[src/rtl/spi_controller_if.sv]
// SPI slave control bundle: conditioned SPI events in, datapath strobes out.
// The master side produces the events; the slave side is the controller.
interface spi_controller_if;
    logic cs_n;
    logic sclk_rise;
    logic sclk_fall;
    logic rw_bit;
    logic sr_load;
    logic addr_we;
    logic dm_we;
    logic miso_en;
    logic busy;

    modport master (
        output cs_n, sclk_rise, sclk_fall, rw_bit,
        input  sr_load, addr_we, dm_we, miso_en, busy
    );

    modport slave (
        input  cs_n, sclk_rise, sclk_fall, rw_bit,
        output sr_load, addr_we, dm_we, miso_en, busy
    );
endinterface

[src/rtl/spi_controller.sv]
// SPI slave transaction sequencer: gathers the address byte, decodes R/W and
// steers the shift register, address latch, data memory and MISO buffer.
module spi_controller #(
    parameter int WIDTH = 8
) (
    input  logic               clk,
    input  logic               rst_n,
    spi_controller_if.slave    bus
);
    localparam int CW = $clog2(WIDTH + 1);
    localparam logic [CW-1:0] LAST = CW'(WIDTH - 1);

    typedef enum logic [2:0] {
        IDLE,
        GET_ADDR,
        DECODE,
        READ_LOAD,
        READ_SHIFT,
        WRITE_GET,
        WRITE_COMMIT,
        DONE
    } state_t;

    state_t        state_q, state_d;
    logic [CW-1:0] cnt_q, cnt_d;
    logic          sr_load_q, sr_load_d;
    logic          addr_we_q, addr_we_d;
    logic          dm_we_q, dm_we_d;
    logic          miso_en_q, miso_en_d;
    logic          busy_q, busy_d;

    always_comb begin
        state_d = state_q;
        cnt_d   = cnt_q;
        case (state_q)
            IDLE: begin
                if (!bus.cs_n) state_d = GET_ADDR;
            end
            GET_ADDR: begin
                if (bus.sclk_rise) begin
                    if (cnt_q == LAST) state_d = DECODE;
                    else               cnt_d   = cnt_q + CW'(1);
                end
            end
            DECODE: begin
                state_d = bus.rw_bit ? READ_LOAD : WRITE_GET;
            end
            READ_LOAD: begin
                state_d = READ_SHIFT;
            end
            READ_SHIFT: begin
                if (bus.sclk_fall) begin
                    if (cnt_q == LAST) state_d = DONE;
                    else               cnt_d   = cnt_q + CW'(1);
                end
            end
            WRITE_GET: begin
                if (bus.sclk_rise) begin
                    if (cnt_q == LAST) state_d = WRITE_COMMIT;
                    else               cnt_d   = cnt_q + CW'(1);
                end
            end
            WRITE_COMMIT: begin
                state_d = DONE;
            end
            DONE: begin
                state_d = DONE;
            end
            default: begin
                state_d = IDLE;
            end
        endcase

        // Deselect wins over any edge pulse seen in the same cycle.
        if (bus.cs_n) state_d = IDLE;
        if (state_d != state_q) cnt_d = '0;

        // Outputs are decoded from the next state so they appear in the first cycle of it.
        sr_load_d = (state_d == READ_LOAD);
        addr_we_d = (state_d == DECODE);
        dm_we_d   = (state_d == WRITE_COMMIT);
        miso_en_d = (state_d == READ_SHIFT);
        busy_d    = (state_d != IDLE);
    end

    always_ff @(posedge clk) begin
        if (!rst_n) begin
            state_q   <= IDLE;
            cnt_q     <= '0;
            sr_load_q <= 1'b0;
            addr_we_q <= 1'b0;
            dm_we_q   <= 1'b0;
            miso_en_q <= 1'b0;
            busy_q    <= 1'b0;
        end else begin
            state_q   <= state_d;
            cnt_q     <= cnt_d;
            sr_load_q <= sr_load_d;
            addr_we_q <= addr_we_d;
            dm_we_q   <= dm_we_d;
            miso_en_q <= miso_en_d;
            busy_q    <= busy_d;
        end
    end

    assign bus.sr_load = sr_load_q;
    assign bus.addr_we = addr_we_q;
    assign bus.dm_we   = dm_we_q;
    assign bus.miso_en = miso_en_q;
    assign bus.busy    = busy_q;
endmodule

[src/flat_wrapper.sv]
// flat-port wrapper written by rule: the top's interface ports become plain ports
module spi_controller_flat 
#(
    parameter int WIDTH = 8
)
  (clk, rst_n, bus_cs_n, bus_sclk_rise, bus_sclk_fall, bus_rw_bit, bus_sr_load, bus_addr_we, bus_dm_we, bus_miso_en, bus_busy);
  spi_controller_if bus_i ();
  input  logic clk;
  input  logic rst_n;
  input wire logic [$bits(bus_i.cs_n)-1:0] bus_cs_n;
  input wire logic [$bits(bus_i.sclk_rise)-1:0] bus_sclk_rise;
  input wire logic [$bits(bus_i.sclk_fall)-1:0] bus_sclk_fall;
  input wire logic [$bits(bus_i.rw_bit)-1:0] bus_rw_bit;
  output wire logic [$bits(bus_i.sr_load)-1:0] bus_sr_load;
  output wire logic [$bits(bus_i.addr_we)-1:0] bus_addr_we;
  output wire logic [$bits(bus_i.dm_we)-1:0] bus_dm_we;
  output wire logic [$bits(bus_i.miso_en)-1:0] bus_miso_en;
  output wire logic [$bits(bus_i.busy)-1:0] bus_busy;
  assign bus_i.cs_n = bus_cs_n;
  assign bus_i.sclk_rise = bus_sclk_rise;
  assign bus_i.sclk_fall = bus_sclk_fall;
  assign bus_i.rw_bit = bus_rw_bit;
  assign bus_sr_load = bus_i.sr_load;
  assign bus_addr_we = bus_i.addr_we;
  assign bus_dm_we = bus_i.dm_we;
  assign bus_miso_en = bus_i.miso_en;
  assign bus_busy = bus_i.busy;
  spi_controller #(.WIDTH(WIDTH)) u_core (.clk(clk), .rst_n(rst_n), .bus(bus_i));
endmodule
[config.mk]
export PLATFORM = sky130hd
export DESIGN_NAME = spi_controller_flat
export DESIGN_NICKNAME = d
export VERILOG_FILES = /design/src/rtl/spi_controller_if.sv /design/src/rtl/spi_controller.sv /design/src/flat_wrapper.sv
export SDC_FILE = /design/constraint.sdc
export NUM_CORES = 1
export LEC_CHECK = 0
export BUFFER_PORTS_ARGS = -buffer_cell sky130_fd_sc_hd__clkbuf_2
export CORE_AREA = 2 2 39 41
export CTS_BUF_LIST = sky130_fd_sc_hd__clkbuf_4 sky130_fd_sc_hd__clkbuf_8
export DETAILED_ROUTE_END_ITERATION = 7
export DIE_AREA = 0 0 41 43
export MAX_ROUTING_LAYER = met4
export PLACE_DENSITY = 0.66
export REMOVE_ABC_BUFFERS = 1
export SETUP_SLACK_MARGIN = 0.4
export SLEW_MARGIN = 20
export SYNTH_ARGS = -nofsm -noshare
export SYNTH_HDL_FRONTEND = slang
export SYNTH_SLANG_ARGS = --single-unit
[constraint.sdc]
create_clock -name clk -period 1.53 [get_ports clk]
set_clock_uncertainty 0.2 [all_clocks]
set_input_delay 0.306 -clock clk [delete_from_list [all_inputs] [get_ports clk]]
set_output_delay 0.306 -clock clk [all_outputs]
set_load 0.1 [all_outputs]
After elaboration in Yosys (flattened, before gate mapping):

Index checks and enable logic that the tools add are counted.

* flip-flop bits (word level): 12
* bits of input ports: 6
* output and inout bits: 5

* add/sub/neg operators: 1
* equality and inequality tests: 15
* multiplexer cells: 13
* bitwise operators: 1
* reductions and logical operators: 7

Operators with widths (number)
* 3-bit 2-to-1 mux: 8
* 3-bit case mux with 7 select lines: 1
* 3-bit equality test (second input constant): 6
* 3-bit by 2-bit equality test with 1-bit output (second input constant): 4
* 4-bit 2-to-1 mux: 3
* 4-bit case mux with 2 select lines: 1
* 2-bit OR reduction: 3
* 4-bit by 1-bit adder with 4-bit output (second input constant): 1
* 4-bit by 3-bit equality test with 1-bit output (second input constant): 1
* 3-bit by 1-bit equality test with 1-bit output (second input constant): 1
* 3-bit logical NOT: 1
* 3-bit inequality test: 1
* 3-bit AND reduction: 1
* 3-bit nonzero test: 1
* 2-bit by 1-bit inequality test with 1-bit output (second input constant): 1
* 2-bit inequality test (second input constant): 1
* 2-bit nonzero test: 1
* 1-bit NOT: 1

Logic depth before layout (Yosys ltp):

Gate-level depths: netlist (run 1).

* depth in word-level cells: 7
* mapped depth: 5

Least setup slack after synthesis (run 1):

OpenSTA, ideal clock, no wires.

* path kind: reg-to-reg
* start point: reg u_core.state_q[2]
* end point: reg u_core.cnt_q[3]
* arrival: 1251 ps
* slack: -1 ps
* stages on the path, launching flop included: 6
* buffers on the path: 1
* path through: dfxtp_1 > buf_4 > and4bb_1 > o21ai_2 > or3_1 > a211oi_2

* longest elaborated chain between the ends: 6
* elaborated cells on any way between the ends: 25

RTL lines
* start: declaration: RTL line spi_controller.sv:24 `state_t state_q, state_d;`
* start signal: assignment: RTL line spi_controller.sv:96 `state_q <= state_d;`
* 3-bit equality test, or another cell as far along: RTL line spi_controller.sv:35 `case (state_q)`
* 2-bit OR reduction (no source line), or another cell as far along
* 3-bit case mux with 7 select lines: RTL line spi_controller.sv:35
* 3-bit 2-to-1 mux: RTL line spi_controller.sv:75 `if (bus.cs_n) state_d = IDLE;`
* 3-bit inequality test: RTL line spi_controller.sv:76 `if (state_d != state_q) cnt_d = '0;`
* 2-bit OR reduction (no source line)
* end signal: assignment: RTL line spi_controller.sv:97 `cnt_q <= cnt_d;`
* end: declaration: RTL line spi_controller.sv:25 `logic [CW-1:0] cnt_q, cnt_d;`

Parallel ways exist; a longest one is shown, timed or not.
A chain may end at the register's enable or synchronous reset.

Worst setup path in the final report (run 1):

* start point: reg u_core.cnt_q[1]
* end point: reg u_core.cnt_q[2]

* longest elaborated chain between the ends: 7
* elaborated cells on any way between the ends: 16

RTL lines (RTL line)
* 4-bit by 3-bit equality test with 1-bit output: spi_controller.sv:41, spi_controller.sv:53, spi_controller.sv:59
* 3-bit 2-to-1 mux, on equally long branches: spi_controller.sv:59, spi_controller.sv:41, spi_controller.sv:53
* 3-bit 2-to-1 mux, on equally long branches: spi_controller.sv:58, spi_controller.sv:40, spi_controller.sv:52
* 3-bit case mux with 7 select lines: spi_controller.sv:35
* 3-bit 2-to-1 mux: spi_controller.sv:75
* 3-bit inequality test: spi_controller.sv:76
* 2-bit OR reduction (no source line)

Parallel ways exist; a longest one is shown, timed or not. The select of a mux whose other input is x is not followed.

==> impl_metrics.env, run 1 <==
export IMPL_outcome="finished, violations left"
export IMPL_failing_checks="setup timing"
export IMPL_drt_initial_drc_count=7
export IMPL_power_density_mw_per_mm2=704
export IMPL_grt_pass1_vias=520
export IMPL_critical_path_endpoint_type="register"
export IMPL_vias=550
export IMPL_finish_cell_count_without_fillers=100
export IMPL_synth_area_per_cell_um2=9.48
export IMPL_most_common_library_cell_in_the_layout_ignoring_fill_and_taps="sky130_fd_sc_hd__buf_4"
export IMPL_timing_hold_worst_class="in2reg"
export IMPL_detail_route_wl_per_cell_um=15.4
export IMPL_clkTransAtPathRegs_ns=0.09
export IMPL_finalWorstSetupSlack_ns=-0.0293
export IMPL_muxShareOfSynthArea_pct=3.58
export IMPL_vdd_ir_drop_max_v=0.000500
export IMPL_chipHeight_um=43
export IMPL_post_synth_simple_gate_area_pct=27.1
export IMPL_synth_compound_gate_area_share_pct=18.6
export IMPL_tightest_slew_ns=0.418
export IMPL_num_antenna_cells=0
export IMPL_whs_path_depth=2
export IMPL_finalHoldViolCount=0
export IMPL_final_net_count=92
export IMPL_worst_path_max_fanout=4
export IMPL_die_w_um=41
export IMPL_drt_total_wl_um=1540
export IMPL_crit_chain="ha_4 > nand3b_1 > o22ai_2 > o31a_1 > nor3_1"
export IMPL_grt_pass1_wl_um=2350
export IMPL_final_core_utilization_pct=67.4
export IMPL_timing_final_crit_period_ns=1.56
export IMPL_ctsLongestPathBuffers=2
export IMPL_port_buffers=10
export IMPL_die_area_mm2=0.00176
export IMPL_drcViolationCount=0
export IMPL_finalCritPeriodShare_pct=102
export IMPL_tritoncts_clock_tree="done"
export IMPL_detail_route_vias_per_cell=5.50
export IMPL_synth_seq_area_share_pct=43.0
export IMPL_grt_start_max_net_pins=8
export IMPL_dp_worst_setup_slack_ns=-0.102
export IMPL_num_io_pins=11
export IMPL_worstSetupStartpointType="register"
export IMPL_groute_usage_overall_pct=20.6
export IMPL_placed_cells=94
export IMPL_static_leakage_power_nw=0.363
export IMPL_detailed_place_area_um2=772
export IMPL_synthToLayoutAreaGrowth_pct=66.7
export IMPL_tritoncts_num_buffers=3
export IMPL_yosys_area_share_xor_xnor_pct=1.57
export IMPL_synth_lib_cells_used_distinct=30
export IMPL_synthAdderAreaFrac_pct=2.24
export IMPL_ant_nets=0
export IMPL_critPathArrivalTime_ns=1.54
export IMPL_number_of_levels_the_h_tree_was_split_into=1
export IMPL_total_half_perimeter_wirelength_after_legalization_and_detailed_placement_um=1010
export IMPL_maxcap_viol_count=0
export IMPL_finalSetupViolCount=4
export IMPL_cpMaxStageDelayCell="sky130_fd_sc_hd__dfxtp_2"
export IMPL_layout_common_cells="sky130_fd_sc_hd__buf_4, sky130_fd_sc_hd__dfxtp_2, sky130_fd_sc_hd__clkbuf_2, sky130_fd_sc_hd__buf_12"
export IMPL_first_pass_iters=4
export IMPL_rows=14
export IMPL_rsz0062_at_grt="yes"
export IMPL_worstSetupPathType="reg2reg"
export IMPL_fin_worst_hold_slack_ns=0.0855
export IMPL_placeableCoreArea_mm2=0.00138
export IMPL_initial_utilization_pct=40.4
export IMPL_required_arrival_time_at_the_worst_endpoint_ns=1.51
export IMPL_antenna_found_initial=0
export IMPL_timing_max_slew_rel_slack_pct=72.0
export IMPL_holdBufCountCts=0
export IMPL_clock_fmax_mhz=641
export IMPL_synth_top_family_by_area="simple AND/OR/NAND/NOR gates"
export IMPL_layout_cell_share_with_drive_strength_beyond_1_pct=61.9
export IMPL_insertion_delay_ns=0.28
export IMPL_synth_area_um2=559
export IMPL_synth_seq_cells=12
export IMPL_gpl_final_weighted_congestion=0.733
export IMPL_drv_slew=0
export IMPL_cts_num_sinks=12
export IMPL_cpPeakStageDelay_ns=0.34
export IMPL_ff2ff_path_depth=5
export IMPL_library_cell_used_as_clock_root_buffer="sky130_fd_sc_hd__clkbuf_4"
export IMPL_yosys_warnings=0
export IMPL_gr_total_overflow=0
export IMPL_layout_cell_area_non_filler_um2=932
export IMPL_netlist_instances=59
-- worst paths after layout --
path	start	to	slack, ns
hold / removal	rst_n	u_core.state_q[1]	0.09
setup reg to reg	u_core.cnt_q[1]	u_core.cnt_q[2]	-0.03
setup / recovery	u_core.cnt_q[1]	u_core.cnt_q[2]	-0.03
hold reg to reg	u_core.cnt_q[2]	u_core.cnt_q[2]	0.46
-- metrics by stage --
stage / TNS (ns) / power [mW]
5_1_grt: -0.516 / 0.683
2_1_floorplan: -0.00717 / 0.355
4_1_cts: -0.0353 / 0.644
3_5_place_dp: -0.622 / 0.387
6_report: -0.0403 / 0.656
3_3_place_gp: -0.387 / 0.385
-- what timing repair did --
item	4_1_cts	5_1_grt
pin swaps	10	9
endpoints found under the setup margin	16	16
resized for setup	18	12
buffers inserted	0	2
-- state kept, by name, summed over array words and instances (netlist names) --
name / cells
u_core.cnt_q: 4
u_core.state_q: 3
u_core.bus.addr_we: 1
u_core.bus.busy: 1
u_core.bus.dm_we: 1
u_core.bus.miso_en: 1
u_core.bus.sr_load: 1
-- critical path: cells and delay by family, from the launching register on --
kind | cells | cell delay [ns]
adders and majority gates | 1 | 0.16
AOI/OAI and AO/OA | 2 | 0.44
DFF | 1 | 0.34
and+or+nand+nor | 2 | 0.33
-- area by class of cell --
cell class / instances / area [um^2]
clock buffers: 4 / 36.3
fillers: 111 / 452
inverters: 4 / 15.0
multi-input cells: 42 / 389
flip-flops and latches: 12 / 253
well taps: 16 / 20.0
repair buffers: 22 / 219
-- report_power, final --
group | leakage, nW | internal [mW] | switching (mW) | total (mW)
sequential | 0.102 | 0.316 | 0.00335 | 0.319
combinational | 0.240 | 0.0331 | 0.0417 | 0.0748
clock | 0.0210 | 0.145 | 0.117 | 0.262
-- routing by layer --
metal / wire, um / global-route usage (%) / up-vias / part of all wire (%)
li1: - / - / 269 / -
met1: 668 / 25.2 / 257 / 43
met2: 773 / 30.6 / 20 / 50
met3: 62 / 4.71 / 4 / 4.0
met4: 31 / 10.0 / 0 / 2.0
met5: 0 / - / - / 0
-- cell usage after synthesis (all sizes together) --
cell    instances  area [um^2]
dfxtp          12          240
o21ai           5         28.8
inv             4         15.0
nor3            4         20.0
a21oi           3         15.0
nand2b          3         18.8
a32oi           2         17.5
and2            2         12.5
mux2i           2         20.0
nor2            2         7.51
nor3b           2         15.0
a211oi          1         12.5
and3b           1         8.76
and4            1         8.76
and4bb          1         12.5
buf             1         7.51
ha              1         12.5
nand2           1         3.75
nand3           1         5.00
nand3b          1         7.51
nand4b          1         8.76
nor2b           1         6.26
nor4bb          1         10.0
o211ai          1         7.51
o22ai           1         6.26
o31a            1         8.76
o31ai           1         7.51
or3             1         6.26
xor2            1         8.76
-- logic make-up (layout without fill, tap and decap cells) --
| kind of cell | after synthesis | count (layout) |
|---|---|---|
| AO/OA/AOI/OAI | 15 | 15 |
| XOR/XNOR | 1 | 1 |
| adder cells (fa/ha/maj) | 1 | 1 |
| buffers and inverters | 5 | 30 |
| flip-flops | 12 | 12 |
| multiplexers | 2 | 2 |
| AND/OR/NAND/NOR | 23 | 23 |
No activity file was read; power rests on OpenSTA's default activity.
==> run 2: changes to the inputs <==
--- a/config.mk
+++ b/config.mk
@@ -11,7 +11,8 @@
 export DETAILED_ROUTE_END_ITERATION = 7
 export DIE_AREA = 0 0 41 43
 export MAX_ROUTING_LAYER = met4
-export PLACE_DENSITY = 0.66
+export PLACE_DENSITY = 0.71
+export RECOVER_POWER = 25
 export REMOVE_ABC_BUFFERS = 1
 export SETUP_SLACK_MARGIN = 0.4
 export SLEW_MARGIN = 20
==> run 2 against run 1 <==
Effect of this change: the flow still finishes with violations (setup timing); hold slack improved by 0.041 ns; critical path type unchanged; count of clock-buffer cells in the layout did not move; first-iteration DRC count fell by 43%; sequential cell count did not move.
==> impl_metrics.env, run 2 (synthesized netlist as in run 1, its figures left out) <==
export IMPL_chipHeight_um=43
export IMPL_layout_cell_share_with_drive_strength_beyond_1_pct=64.7
export IMPL_critPathArrivalTime_ns=1.60
export IMPL_number_of_levels_the_h_tree_was_split_into=1
export IMPL_finalCritPeriodShare_pct=106
export IMPL_groute_usage_overall_pct=21.9
export IMPL_gr_total_overflow=0
export IMPL_worstSetupStartpointType="register"
export IMPL_power_share_switching_pct=23.1
export IMPL_finalWorstSetupSlack_ns=-0.0886
export IMPL_cts_num_sinks=12
export IMPL_vdd_ir_drop_max_v=0.000392
export IMPL_critical_path_reg2reg_startpoint="u_core.state_q[1]"
export IMPL_initial_utilization_pct=40.4
export IMPL_cpMaxStageDelayCell="sky130_fd_sc_hd__dfxtp_4"
export IMPL_timing_max_slew_rel_slack_pct=70.4
export IMPL_failing_checks="setup timing"
export IMPL_port_buffers=10
export IMPL_tritoncts_num_buffers=3
export IMPL_drt_total_wl_um=1640
export IMPL_drt_initial_drc_count=4
export IMPL_detailed_place_area_um2=772
export IMPL_placeableCoreArea_mm2=0.00138
export IMPL_maxcap_viol_count=0
export IMPL_die_w_um=41
export IMPL_finalSetupViolCount=4
export IMPL_total_half_perimeter_wirelength_after_legalization_and_detailed_placement_um=977
export IMPL_ctsLongestPathBuffers=2
export IMPL_vias=555
export IMPL_drv_slew=0
export IMPL_grt_pass1_wl_um=2560
export IMPL_grt_pass1_vias=585
export IMPL_num_io_pins=11
export IMPL_rows=14
export IMPL_worstSetupPathType="reg2reg"
export IMPL_reg2reg_slack_ns=-0.09
export IMPL_design_power_total_mw=0.632
export IMPL_layout_cell_area_non_filler_um2=947
export IMPL_seq_power_share_pct=50.0
export IMPL_tritoncts_clock_tree="done"
export IMPL_net_switching_power_mw=0.146
export IMPL_tightest_slew_ns=0.443
export IMPL_holdBufCountCts=0
export IMPL_whs_path_depth=2
export IMPL_internal_power_mw=0.486
export IMPL_clock_fmax_mhz=618
export IMPL_grt_start_max_net_pins=8
export IMPL_worst_path_max_fanout=5
export IMPL_largest_reg_flops=4
export IMPL_power_density_mw_per_mm2=667
export IMPL_gpl_final_weighted_congestion=0.745
export IMPL_clkTransAtPathRegs_ns=0.07
export IMPL_static_leakage_power_nw=0.361
export IMPL_die_area_mm2=0.00176
export IMPL_wl_met1_um=684
export IMPL_ff2ff_path_depth=4
export IMPL_most_common_library_cell_in_the_layout_ignoring_fill_and_taps="sky130_fd_sc_hd__buf_4"
export IMPL_detail_route_vias_per_cell=5.50
export IMPL_crit_chain="and4bb_2 > o21ai_2 > o211ai_1 > a211oi_2"
export IMPL_final_net_count=93
export IMPL_antenna_found_initial=0
export IMPL_power_frac_comb_pct=11.1
export IMPL_fillCellCount=107
export IMPL_ant_nets=0
export IMPL_synthToLayoutAreaGrowth_pct=69.4
export IMPL_layout_common_cells="sky130_fd_sc_hd__buf_4, sky130_fd_sc_hd__dfxtp_2, sky130_fd_sc_hd__clkbuf_2, sky130_fd_sc_hd__clkbuf_4, sky130_fd_sc_hd__buf_12"
export IMPL_insertion_delay_ns=0.27
export IMPL_timing_final_crit_period_ns=1.62
export IMPL_reg_largest_list="u_core.cnt_q (4), u_core.state_q (3)"
export IMPL_min_from="rst_n"
export IMPL_dr_wl_met3_um=37
export IMPL_rsz0062_at_grt="yes"
export IMPL_regMostFlops="u_core.cnt_q"
export IMPL_library_cell_used_as_clock_root_buffer="sky130_fd_sc_hd__clkbuf_4"
export IMPL_detail_route_wl_per_cell_um=16.2
export IMPL_timing_hold_worst_class="in2reg"
export IMPL_critical_path_endpoint_type="register"
export IMPL_met2RoutedLength_um=893
export IMPL_finalHoldViolCount=0
export IMPL_required_arrival_time_at_the_worst_endpoint_ns=1.52
export IMPL_placed_cells=94
export IMPL_final_setup_tns_ns=-0.291
export IMPL_outcome="finished, violations left"
export IMPL_reg2reg_to="u_core.cnt_q[3]"
export IMPL_first_pass_iters=4
export IMPL_timing_hold_worst_endpoint="u_core.state_q[1]"
export IMPL_drcViolationCount=0
export IMPL_cpPeakStageDelay_ns=0.37
export IMPL_power_frac_clock_pct=38.9
export IMPL_num_antenna_cells=0
export IMPL_highest_layer="met4"
export IMPL_finish_cell_count_without_fillers=101
==> run 2: cell types whose count changed in the layout (fill, tap and decap cells not counted), sizes merged <==
cell	before	now
buf	17	16
clkbuf	9	11
==> run 2: area by class of cell <==
type / count / area (um^2) / share of cell area, %
clock buffers: 4 / 36.3 / 3.83
inverters: 4 / 15.0 / 1.59
multi-input cells: 42 / 403 / 42.5
flip-flops and latches: 12 / 259 / 27.3
well taps: 16 / 20.0 / 2.11
repair buffers: 23 / 214 / 22.6
==> run 2: timing repair <==
action,CTS,global route
cloned,0,0
pin swaps,15,8
resized for setup,28,9
setup buffers,3,0
setup endpoints to repair,16,16
==> run 2: worst max-delay path by stage <==
stage                      start              end  slack, ns
4_1_cts        u_core.state_q[1]  u_core.cnt_q[3]      -0.04
3_5_place_dp   u_core.state_q[1]  u_core.cnt_q[1]      -0.15
5_1_grt        u_core.state_q[1]  u_core.cnt_q[3]      -0.14
3_3_place_gp   u_core.state_q[1]  u_core.cnt_q[3]      -0.10
6_report       u_core.state_q[1]  u_core.cnt_q[3]      -0.09
2_1_floorplan  u_core.state_q[2]  u_core.cnt_q[3]     -0.007
==> run 2: through the flow <==
step	hold WS [ns]	util (%)	worst slack [ns]
3_3_place_gp	0.354	55.8	-0.103
4_1_cts	0.120	66.5	-0.0393
6_report	0.126	68.4	-0.0886
3_5_place_dp	0.365	55.8	-0.153
2_1_floorplan	0.204	-	-0.00717
5_1_grt	0.126	68.4	-0.136
==> run 2: per-layer routing <==
layer	up-vias	GRT usage [%]
met1	271	26.1
met5	-	-
li1	270	-
met2	12	33.4
met4	0	11.3
met3	2	4.19
==> run 2: worst max-delay path, delay by kind of cell, from the launching register on <==
family	cells	cell delay [ns]
simple gates	1	0.28
compound gates	3	0.69
flops	1	0.37
==> run 2: power groups by stage <==
stage | sequential (mW) | combinational [mW] | clock, mW
after floorplan | 0.335 | 0.0199 | 0
after global placement | 0.326 | 0.0600 | 0
after detailed placement | 0.327 | 0.0609 | 0
after CTS | 0.317 | 0.0694 | 0.254
after global routing | 0.317 | 0.0753 | 0.271
final | 0.316 | 0.0701 | 0.246
==> run 3: changes to the inputs <==
--- a/config.mk
+++ b/config.mk
@@ -11,7 +11,7 @@
 export DETAILED_ROUTE_END_ITERATION = 7
 export DIE_AREA = 0 0 41 43
 export MAX_ROUTING_LAYER = met4
-export PLACE_DENSITY = 0.71
+export PLACE_DENSITY = 0.66
 export RECOVER_POWER = 25
 export REMOVE_ABC_BUFFERS = 1
 export SETUP_SLACK_MARGIN = 0.4
==> run 3 against run 2 <==
Effect of this change: the run still ends with setup timing left; final cell count down 0.99%; sequential share of layout area up 0.10 points; routed wire length down 6.0%; via count down 0.18%; final area down 2.8%; critical path depth up 1; first-iteration DRC count up 100%; worst setup slack better by 0.060 ns; maximum frequency up 3.8%; die area unchanged; clock power up 7%; critical path type unchanged; highest routed layer unchanged.
==> impl_metrics.env, run 3 (synthesized netlist as in run 1, its figures left out) <==
export IMPL_synthToLayoutAreaGrowth_pct=64.7
export IMPL_timing_max_slew_rel_slack_pct=72.0
export IMPL_dr_wl_met3_um=62
export IMPL_timing_hold_worst_class="in2reg"
export IMPL_power_frac_clock_pct=40.0
export IMPL_layout_common_cells="sky130_fd_sc_hd__buf_4, sky130_fd_sc_hd__dfxtp_2, sky130_fd_sc_hd__clkbuf_2, sky130_fd_sc_hd__buf_12"
export IMPL_gr_total_overflow=0
export IMPL_ctsLongestPathBuffers=2
export IMPL_insertion_delay_ns=0.28
export IMPL_failing_checks="setup timing"
export IMPL_worstSetupStartpointType="register"
export IMPL_largest_reg_flops=4
export IMPL_grt_pass1_vias=520
export IMPL_num_io_pins=11
export IMPL_first_pass_iters=4
export IMPL_power_frac_comb_pct=11.1
export IMPL_finalHoldViolCount=0
export IMPL_detail_route_wl_per_cell_um=15.4
export IMPL_power_density_mw_per_mm2=710
export IMPL_required_arrival_time_at_the_worst_endpoint_ns=1.51
export IMPL_rsz0062_at_grt="yes"
export IMPL_detail_route_vias_per_cell=5.54
export IMPL_layout_cell_share_with_drive_strength_beyond_1_pct=59.5
export IMPL_critical_path_endpoint_type="register"
export IMPL_cts_num_sinks=12
export IMPL_groute_usage_overall_pct=20.6
export IMPL_finalCritPeriodShare_pct=102
export IMPL_tritoncts_clock_tree="done"
export IMPL_static_leakage_power_nw=0.349
export IMPL_holdBufCountCts=0
export IMPL_tightest_slew_ns=0.418
export IMPL_die_area_mm2=0.00176
export IMPL_final_core_utilization_pct=66.5
export IMPL_finalSetupViolCount=3
export IMPL_final_net_count=92
export IMPL_vdd_ir_drop_max_v=0.000496
export IMPL_maxcap_viol_count=0
export IMPL_drv_slew=0
export IMPL_rows=14
export IMPL_worst_path_max_fanout=4
export IMPL_met2RoutedLength_um=775
export IMPL_outcome="finished, violations left"
export IMPL_library_cell_used_as_clock_root_buffer="sky130_fd_sc_hd__clkbuf_4"
export IMPL_reg_largest_list="u_core.cnt_q (4), u_core.state_q (3)"
export IMPL_drcViolationCount=0
export IMPL_finalWorstSetupSlack_ns=-0.0287
export IMPL_antenna_found_initial=0
export IMPL_ant_nets=0
export IMPL_internal_power_mw=0.493
export IMPL_total_half_perimeter_wirelength_after_legalization_and_detailed_placement_um=1010
export IMPL_dp_worst_setup_slack_ns=-0.102
export IMPL_clock_fmax_mhz=642
export IMPL_seq_power_share_pct=48.8
export IMPL_number_of_levels_the_h_tree_was_split_into=1
export IMPL_initial_utilization_pct=40.4
export IMPL_clkTransAtPathRegs_ns=0.09
export IMPL_placeableCoreArea_mm2=0.00138
export IMPL_regMostFlops="u_core.cnt_q"
export IMPL_tritoncts_num_buffers=3
export IMPL_timing_final_crit_period_ns=1.56
export IMPL_power_share_switching_pct=24.7
export IMPL_worstSetupPathType="reg2reg"
export IMPL_num_antenna_cells=0
export IMPL_drt_initial_drc_count=8
export IMPL_grt_pass1_wl_um=2350
export IMPL_wl_met1_um=669
export IMPL_grt_start_max_net_pins=8
export IMPL_highest_layer="met4"
export IMPL_critPathArrivalTime_ns=1.54
export IMPL_drt_total_wl_um=1540
export IMPL_gpl_final_weighted_congestion=0.733
export IMPL_port_buffers=10
export IMPL_vias=554
export IMPL_chipHeight_um=43
export IMPL_net_switching_power_mw=0.161
export IMPL_die_w_um=41
-- run 3: worst paths after layout --
kind	startpoint	to	slack, ns	depth (start not counted)
hold reg to reg	u_core.cnt_q[2]	u_core.cnt_q[2]	0.46	2
hold / removal	rst_n	u_core.state_q[1]	0.09	2
setup / recovery	u_core.cnt_q[1]	u_core.cnt_q[2]	-0.03	5
setup reg to reg	u_core.cnt_q[1]	u_core.cnt_q[2]	-0.03	5
-- run 3: through the flow --
step / cell area [um^2] / std cells / TNS [ns] / power [mW] / hold slack [ns]
floorplan: 552 / 58 / -0.00717 / 0.355 / 0.204
global placement: 772 / 94 / -0.387 / 0.385 / 0.368
detailed placement: 772 / 94 / -0.622 / 0.387 / 0.364
CTS: 875 / 98 / -0.0353 / 0.644 / 0.0783
global route: 921 / 100 / -0.516 / 0.681 / 0.0935
finish: 921 / 100 / -0.0340 / 0.654 / 0.0850
-- run 3: timing repair --
item,4_1_cts,5_1_grt
setup endpoints to repair,16,16
pin swaps,10,9
resized for setup,18,12
buffers inserted,0,2
-- run 3: worst max-delay path: stages (launching register included) --
cell,delay (ns)
sky130_fd_sc_hd__dfxtp_2,0.34
sky130_fd_sc_hd__ha_4,0.16
sky130_fd_sc_hd__nand3b_1,0.13
sky130_fd_sc_hd__o22ai_2,0.12
sky130_fd_sc_hd__o31a_1,0.32
sky130_fd_sc_hd__nor3_1,0.20
-- run 3: power by group through the flow --
stage	clock (mW)	combinational, mW	sequential, mW
after floorplan	0	0.0199	0.335
after global placement	0	0.0600	0.325
after global routing	0.283	0.0781	0.320
after CTS	0.257	0.0674	0.319
final	0.262	0.0729	0.319
after detailed placement	0	0.0611	0.326
-- run 3: cell type report --
class,count,area (um^2)
flip-flops and latches,12,253
inverters,4,15.0
repair buffers,22,215
well taps,16,20.0
multi-input cells,42,382
fillers,113,463
clock buffers,4,36.3
-- run 3: routing by layer --
layer  global-route usage [%]  vias up
met4                     10.0        0
met3                     4.71        4
met2                     30.6       18
met1                     25.2      262
met5                        -        -
li1                         -      270
